### src/rtl/stream_demux_defs.sv
// Shared definitions for the 1-to-2 stream demultiplexer.
// Channel ids, FIFO depth and occupancy arithmetic.
package stream_demux_defs;

   localparam logic CH0 = 1'b0;
   localparam logic CH1 = 1'b1;
   localparam int FIFO_DEPTH = 2;
   localparam int OCC_W = 2;

   typedef logic [OCC_W-1:0] occ_t;

   typedef struct packed {
      logic push;
      logic pop;
   } fifo_ctl_t;

   function automatic occ_t occ_next(
      input occ_t occ,
      input fifo_ctl_t ctl
   );
      occ_t nxt;
      nxt = occ;
      unique case ({ctl.push, ctl.pop})
         2'b10:   nxt = occ + occ_t'(1);
         2'b01:   nxt = occ - occ_t'(1);
         default: nxt = occ;
      endcase
      return nxt;
   endfunction

endpackage

### src/rtl/demux_fifo2.sv
// 2-entry synchronous FIFO with 1-bit wrapping pointers.
// When empty, data_out shows the most recently popped entry.
module demux_fifo2
   import stream_demux_defs::*;
#(
   parameter int size = 32
) (
   input  logic            clk_i,
   input  logic            rst_i,
   input  logic            push,
   input  logic            pop,
   input  logic [size-1:0] data_in,
   output logic [size-1:0] data_out,
   output logic            empty,
   output logic            full
);

   logic [size-1:0] mem [FIFO_DEPTH];
   logic            wr_ptr;
   logic            rd_ptr;
   occ_t            occ;
   fifo_ctl_t       ctl;

   assign empty = (occ == '0);
   assign full  = (occ == occ_t'(FIFO_DEPTH));

   always_comb begin
      ctl      = '0;
      ctl.push = push & ~full;
      ctl.pop  = pop & ~empty;
   end

   always_ff @(posedge clk_i or negedge rst_i) begin
      if (!rst_i) begin
         mem[0] <= '0;
         mem[1] <= '0;
         wr_ptr <= 1'b0;
         rd_ptr <= 1'b0;
         occ    <= '0;
      end else begin
         if (ctl.push) begin
            mem[wr_ptr] <= data_in;
            wr_ptr      <= ~wr_ptr;
         end
         if (ctl.pop) begin
            rd_ptr <= ~rd_ptr;
         end
         occ <= occ_next(occ, ctl);
      end
   end

   // the slot behind rd_ptr holds the last popped beat while empty
   assign data_out = empty ? mem[~rd_ptr] : mem[rd_ptr];

endmodule

### src/rtl/stream_demux_1to2.sv
// Routes one valid/ready stream to one of two buffered channels.
// Optional beat counters: define STREAM_DEMUX_CNT_EN.
module stream_demux_1to2
   import stream_demux_defs::*;
#(
   parameter int size  = 32,
   parameter int CNT_W = 16
) (
   input  logic             clk_i,
   input  logic             rst_i,
   input  logic             valid_i,
   output logic             ready_o,
   input  logic [size-1:0]  data_i,
   input  logic             select_i,
   output logic             valid0_o,
   input  logic             ready0_i,
   output logic [size-1:0]  data0_o,
   output logic             valid1_o,
   input  logic             ready1_i,
   output logic [size-1:0]  data1_o,
   output logic [CNT_W-1:0] cnt0_o,
   output logic [CNT_W-1:0] cnt1_o
);

   logic empty0, full0;
   logic empty1, full1;
   logic push0, push1;
   logic pop0, pop1;

   // full comes from registered occupancy only; no pop pass-through
   always_comb begin
      ready_o = 1'b0;
      unique case (select_i)
         CH0: ready_o = ~full0;
         CH1: ready_o = ~full1;
         default: ready_o = 1'b0;
      endcase
   end

   assign push0 = valid_i & ready_o & (select_i == CH0);
   assign push1 = valid_i & ready_o & (select_i == CH1);

   assign valid0_o = ~empty0;
   assign valid1_o = ~empty1;
   assign pop0     = valid0_o & ready0_i;
   assign pop1     = valid1_o & ready1_i;

   demux_fifo2 #(
      .size(size)
   ) u_fifo0 (
      .clk_i   (clk_i),
      .rst_i   (rst_i),
      .push    (push0),
      .pop     (pop0),
      .data_in (data_i),
      .data_out(data0_o),
      .empty   (empty0),
      .full    (full0)
   );

   demux_fifo2 #(
      .size(size)
   ) u_fifo1 (
      .clk_i   (clk_i),
      .rst_i   (rst_i),
      .push    (push1),
      .pop     (pop1),
      .data_in (data_i),
      .data_out(data1_o),
      .empty   (empty1),
      .full    (full1)
   );

`ifdef STREAM_DEMUX_CNT_EN
   logic [CNT_W-1:0] cnt0_q;
   logic [CNT_W-1:0] cnt1_q;

   always_ff @(posedge clk_i or negedge rst_i) begin
      if (!rst_i) begin
         cnt0_q <= '0;
         cnt1_q <= '0;
      end else begin
         if (push0) cnt0_q <= cnt0_q + CNT_W'(1);
         if (push1) cnt1_q <= cnt1_q + CNT_W'(1);
      end
   end

   assign cnt0_o = cnt0_q;
   assign cnt1_o = cnt1_q;
`else
   assign cnt0_o = '0;
   assign cnt1_o = '0;
`endif

endmodule
### config.mk
export PLATFORM = sky130hd
export DESIGN_NAME = stream_demux_1to2
export DESIGN_NICKNAME = d
export VERILOG_FILES = /design/src/rtl/stream_demux_defs.sv /design/src/rtl/demux_fifo2.sv /design/src/rtl/stream_demux_1to2.sv
export SDC_FILE = /design/constraint.sdc
export NUM_CORES = 1
export LEC_CHECK = 0
export ABC_AREA = 1
export CORE_MARGIN = 2
export CORE_UTILIZATION = 40
export CTS_CLUSTER_DIAMETER = 120
export DETAILED_ROUTE_END_ITERATION = 10
export SYNTH_ARGS = -nofsm -noshare
export SYNTH_HDL_FRONTEND = slang
export SYNTH_SLANG_ARGS = --single-unit
### constraint.sdc
create_clock -name clk_i -period 1.9 [get_ports clk_i]
set_clock_uncertainty 0.05 [all_clocks]
set_input_delay 0.38 -clock clk_i [delete_from_list [all_inputs] [get_ports clk_i]]
set_output_delay 0.38 -clock clk_i [all_outputs]
set_load 0.005 [all_outputs]
After elaboration in Yosys (flattened, before gate mapping). Index checks and enable logic that the tools add are counted.

Input port bits: 38. Register bits after elaboration: 136. Logic and storage cells: 81.

$lt $le $gt $ge: 8. Bitwise gates (word level): 24. Equal/unequal tests: 6. Multiplexer cells: 23. Reductions and logical operators: 6. Add/subtract/negate cells: 4.

Operators with widths (count): 2-to-1 mux 32 bit (16); bitwise mux 64 bit (2); demux 32 bit (select 1 bit) (2); >= comparator 2 bit (second input constant) (6); inverter 1 -> 2 bit (6); AND 1 bit (9); inverter 1 bit (9); equality test 2 bit (second input constant) (4); case mux 2 bit (2 select lines) (2); adder 2 x 1 -> 2 bit (second input constant) (2); equality test 2 x 1 -> 1 bit (second input constant) (2); logical NOT 2 bit (2); < comparator 2 x 1 -> 1 bit (second input constant) (2); nonzero test 2 bit (2); subtractor 2 x 1 -> 2 bit (second input constant) (2); logical AND 1 bit (2); case mux 1 bit (2 select lines) (1).

Longest topological paths before layout.
Word-level depth: 8. Mapped depth: 9. Mapped depth without buffers: 8.

Modules after synthesis. A second synthesis with hierarchy kept.

Cell total of the unflattened synthesis: 1230. Area total of the unflattened synthesis: 8363.0 sq um.

By module, submodules not included: demux_fifo2 (cells each 591, sequential area each 1701.6 sq um, instances 2, area an instance 4028.9 sq um); stream_demux_1to2 (cells each 48, sequential area each 0.0 sq um, instances 1, area an instance 305.3 sq um).

Worst setup path before layout. No wires, ideal clock.

Path type: input to register. From: in valid_i. To: reg u_fifo1.occ[1]. Arrival: 1.447 ns. Cell stages on the path: 7. Slack: 0.278 ns. Path through: buf_2 -> clkbuf_1 -> nand2_1 -> ha_1 -> inv_1 -> nand3_1 -> xnor2_1.

Cells in the longest elaborated chain, start to end: 5. Elaborated cells on any way between the ends: 7.

Ends and longest elaborated chain: start: declaration (line stream_demux_1to2.sv:11) `input logic valid_i,`; AND 1 bit * (2 in series) (line stream_demux_1to2.sv:41) `assign push1 = valid_i & ready_o & (select_i == CH1);`; AND 1 bit * (line demux_fifo2.sv:29) `ctl.push = push & ~full;`; equality test 2 x 1 -> 1 bit or equality test 2 bit (tied branches) (line stream_demux_defs.sv:23) `unique case ({ctl.push, ctl.pop})`; case mux 2 bit (2 select lines) or nonzero test 2 bit (tied branches); end signal: assignment (line demux_fifo2.sv:48) `occ <= occ_next(occ, ctl);`; end: declaration (line demux_fifo2.sv:21) `occ_t occ;`.

Every way passes the cells marked *; elsewhere a longest branch is shown, timed or not. A chain may end at the register's enable or synchronous reset.

Worst setup path in the final report.
From: reg u_fifo0.occ[1]. To: out data0_o[29].

Cells in the longest elaborated chain, start to end: 2.

Ends and longest elaborated chain: start: declaration (line demux_fifo2.sv:21); start signal: assignment (line demux_fifo2.sv:48); logical NOT 2 bit (line demux_fifo2.sv:24) `assign empty = (occ == '0);`; 2-to-1 mux 32 bit (line demux_fifo2.sv:53) `assign data_out = empty ? mem[~rd_ptr] : mem[rd_ptr];`; end: declaration (line stream_demux_1to2.sv:17) `output logic [size-1:0] data0_o,`.

No other way between the ends.

==> results_dict.tcl <==
set metrics [dict create \
    fin_crit_ps 2320 \
    critical_path.top_delay_family "buffers and inverters" \
    fin_ws_ps -422 \
    final_cells 1680 \
    synth_flop_cell "dfrtp_1" \
    syn_to_final_growth_pct 36.5 \
    crit_path_end_kind "output port" \
    cp_max_fo 10 \
    die-area_um2 22200 \
    violations "setup timing" \
    status "complete, but fails checks" \
    nNetsFinal 1436 \
    gp_congestion 0.790 \
    portBuffers 104 \
    vias 8415 \
    synth.yosys.seq_area_share_pct 40.5 \
    finalHoldViolCount 0 \
    worst_path_max_delay_cell "clkdlybuf4s50_1" \
    layout-drive-gt1-share_pct 21.4 \
    ys_types 20 \
    grt_max_degree 65 \
    worstSetupStartpointType "flip-flop" \
    cp_slowest_stage_delay_ps 500 \
    vias_per_cell 5.01 \
    utilization_pct 56.1 \
    slew_viol_final 0 \
    core_area_um2 20400 \
    path_cells "nor2_4 -> buf_4 -> nand2_1 -> nand2_1 -> clkdlybuf4s50_1" \
    path_class "flip-flop to output port" \
    clk_pin_slew_ps 60 \
    setup_viol 64 \
    die_x_um 149 \
    rows 52 \
    ys_ff_latch 136 \
    routedWlPerCell_um 15.4 \
    vdd_drop_max_uv 913 \
    finalPower_w 0.0217 \
    grt_pass1_wl_um 41200 \
    cts_buffers 17 \
    overflow 0 \
    ys_async_sr_fraction_pct 100 \
    cp_num_buf_inv 2 \
    fmax_mhz 431 \
    io_pins 137 \
    synthCells 1270 \
    grt_pass1_vias 7825 \
    path_common_cell "nand2_1" \
    drv_cap 0 \
    hold_class "input pin to flip-flop" \
    leakage_nw 6.05 \
    wl_um 25900 \
    cp_data_required_time_ps 1470 \
    synth-edff-count 0 \
    final.setup.tns_ps -17840 \
    place_inst 1603 \
    cts_tree "yes" \
    cts_sinks 136 \
    netlist_area_um2 8390 \
    drtAntennaViolNets 0 \
    drtIter0Drc 541 \
    preCtsSetupSlack_ps -377 \
    clock_latency_ps 420 \
    fin_crit_sh_pct 122 \
    fp.dieH_um 149 \
    initial_core_util_pct 41.1 \
    cts-root-buf "clkbuf_16" \
    crit_arrival_ps 1890 \
    ctsLongestPathBuffers 2 \
    yosys_warnings 0 \
    drc_errors 0 \
    rsz0062_at_grt "yes" \
    gr-usage-all-layers_pct 23.6 \
    powerDensity_nw_per_um2 1890 \
    dp.final_hpwl_um 15500 \
    htreeDepth 4 \
    antenna_found_initial 1 \
    fillers 1937 \
    syn-mean-instance-area_um2 6.61 \
    drt_first_pass_iters 5 \
]
## tightest hold or removal path, cell delays in order
cell	delay [ps]
buf_4	200
nand4_1	110
nand2_1	50
## synth_stat cells, types with 2 or more instances
| cell type | instances | area share, % |
|---|---|---|
| nand3_1 | 2 | 0.12 |
| ha_1 | 2 | 0.30 |
| nand2_1 | 588 | 26 |
| dfrtp_1 | 136 | 41 |
| inv_1 | 140 | 6.3 |
| clkbuf_1 | 60 | 2.7 |
| xor2_1 | 2 | 0.21 |
| buf_4 | 42 | 3.8 |
| nand4_1 | 132 | 9.8 |
| nor2_1 | 3 | 0.13 |
| o21ai_0 | 128 | 7.6 |
| xnor2_1 | 4 | 0.42 |
| buf_2 | 20 | 1.2 |
| buf_1 | 5 | 0.22 |
## repair_timing
| action | 4_1_cts | 5_1_grt |
|---|---|---|
| cloned | 12 | 3 |
| pin swaps | 36 | 73 |
| endpoints found under the setup margin | 67 | 70 |
| setup buffers | 19 | 16 |
| endpoints found under the hold margin | 26 | 0 |
| hold buffers | 1 | 0 |
| resized for setup | 337 | 117 |
## through the flow
stage | instance area, um2 | hold WS [ps]
global route | 11500 | 313
floorplan | 8510 | 34.4
detailed placement | 9830 | 321
global placement | 9830 | 318
CTS | 11200 | 302
finish | 11500 | 310
## power breakdown
group | internal, W | leakage, nW | switching, W
sequential | 0.00427 | 1.69 | 0.00115
combinational | 0.00598 | 4.03 | 0.00671
clock | 0.00236 | 0.320 | 0.00123
## worst paths after layout
kind / start / to / slack [ps] / cells after the start
setup reg to reg: u_fifo0.occ[1] / u_fifo0.occ[1] / 210 / 7
min in group asynchronous: rst_i / u_fifo1.mem[59] / 410 / 2
setup / recovery: u_fifo0.occ[1] / data0_o[29] / -420 / 5
hold reg to reg: u_fifo0.mem[7] / u_fifo0.mem[7] / 450 / 2
hold / removal: valid_i / u_fifo1.mem[28] / 310 / 3
max in group asynchronous: rst_i / u_fifo0.rd_ptr / 800 / 3
## cell families (layout without fill, tap and decap cells)
kind of cell / after synthesis / in the layout / synth area share, %
and+or+nand+nor: 727 / 727 / 36.5
other: 1 / 33 / 0.0447
adders and majority gates: 2 / 2 / 0.298
buffers and inverters: 268 / 376 / 14.2
DFF: 136 / 136 / 40.5
xor gates and xnor gates: 6 / 6 / 0.626
AOI/OAI and AO/OA: 130 / 130 / 7.80
## flip-flops by register name, summed over array words and instances (netlist names)
name and count:
u_fifo0.mem 64, u_fifo0.occ 2, u_fifo0.rd_ptr 1, u_fifo0.wr_ptr 1, u_fifo1.mem 64, u_fifo1.occ 2, u_fifo1.rd_ptr 1, u_fifo1.wr_ptr 1
## final cells by class
class | instances | area (um2) | area share (%)
multi-input cells | 897 | 4360 | 38.0
flip-flops and latches | 136 | 3410 | 29.7
repair buffers | 203 | 2180 | 19.0
inverters | 141 | 537 | 4.68
clock buffers | 24 | 502 | 4.38
well taps | 270 | 338 | 2.95
clock inverters | 8 | 140 | 1.22
diodes | 1 | 2.50 | 0.0218
## placed cells by master (no fill, tap or decap), types with 2 or more instances in the layout
master	count
nand2_4	5
nor2_1	2
xor2_1	2
nand2_2	47
nand3_1	2
clkbuf_16	19
o21ai_2	63
clkbuf_1	2
buf_2	27
ha_1	2
conb_1	32
clkbuf_2	11
buf_12	20
clkinv_2	4
inv_1	136
buf_6	30
buf_4	41
dlymetal6s2s_1	5
clkbuf_8	5
a21oi_4	2
xnor2_1	4
nand4_1	132
inv_2	2
inv_4	3
nor2_4	2
nand2_1	536
buf_16	8
clkdlybuf4s50_1	54
o21ai_1	31
dfrtp_1	134
buf_8	4
bufinv_16	4
o21ai_0	33
## layer usage
metal	up-vias	global-route usage, %	wire length, um
li1	4219	-	-
met1	3916	32.0	11800
met2	238	38.1	12300
met3	42	3.58	1190
met4	0	9.10	625
met5	-	0	0
Power figures use the tool's default switching activity.
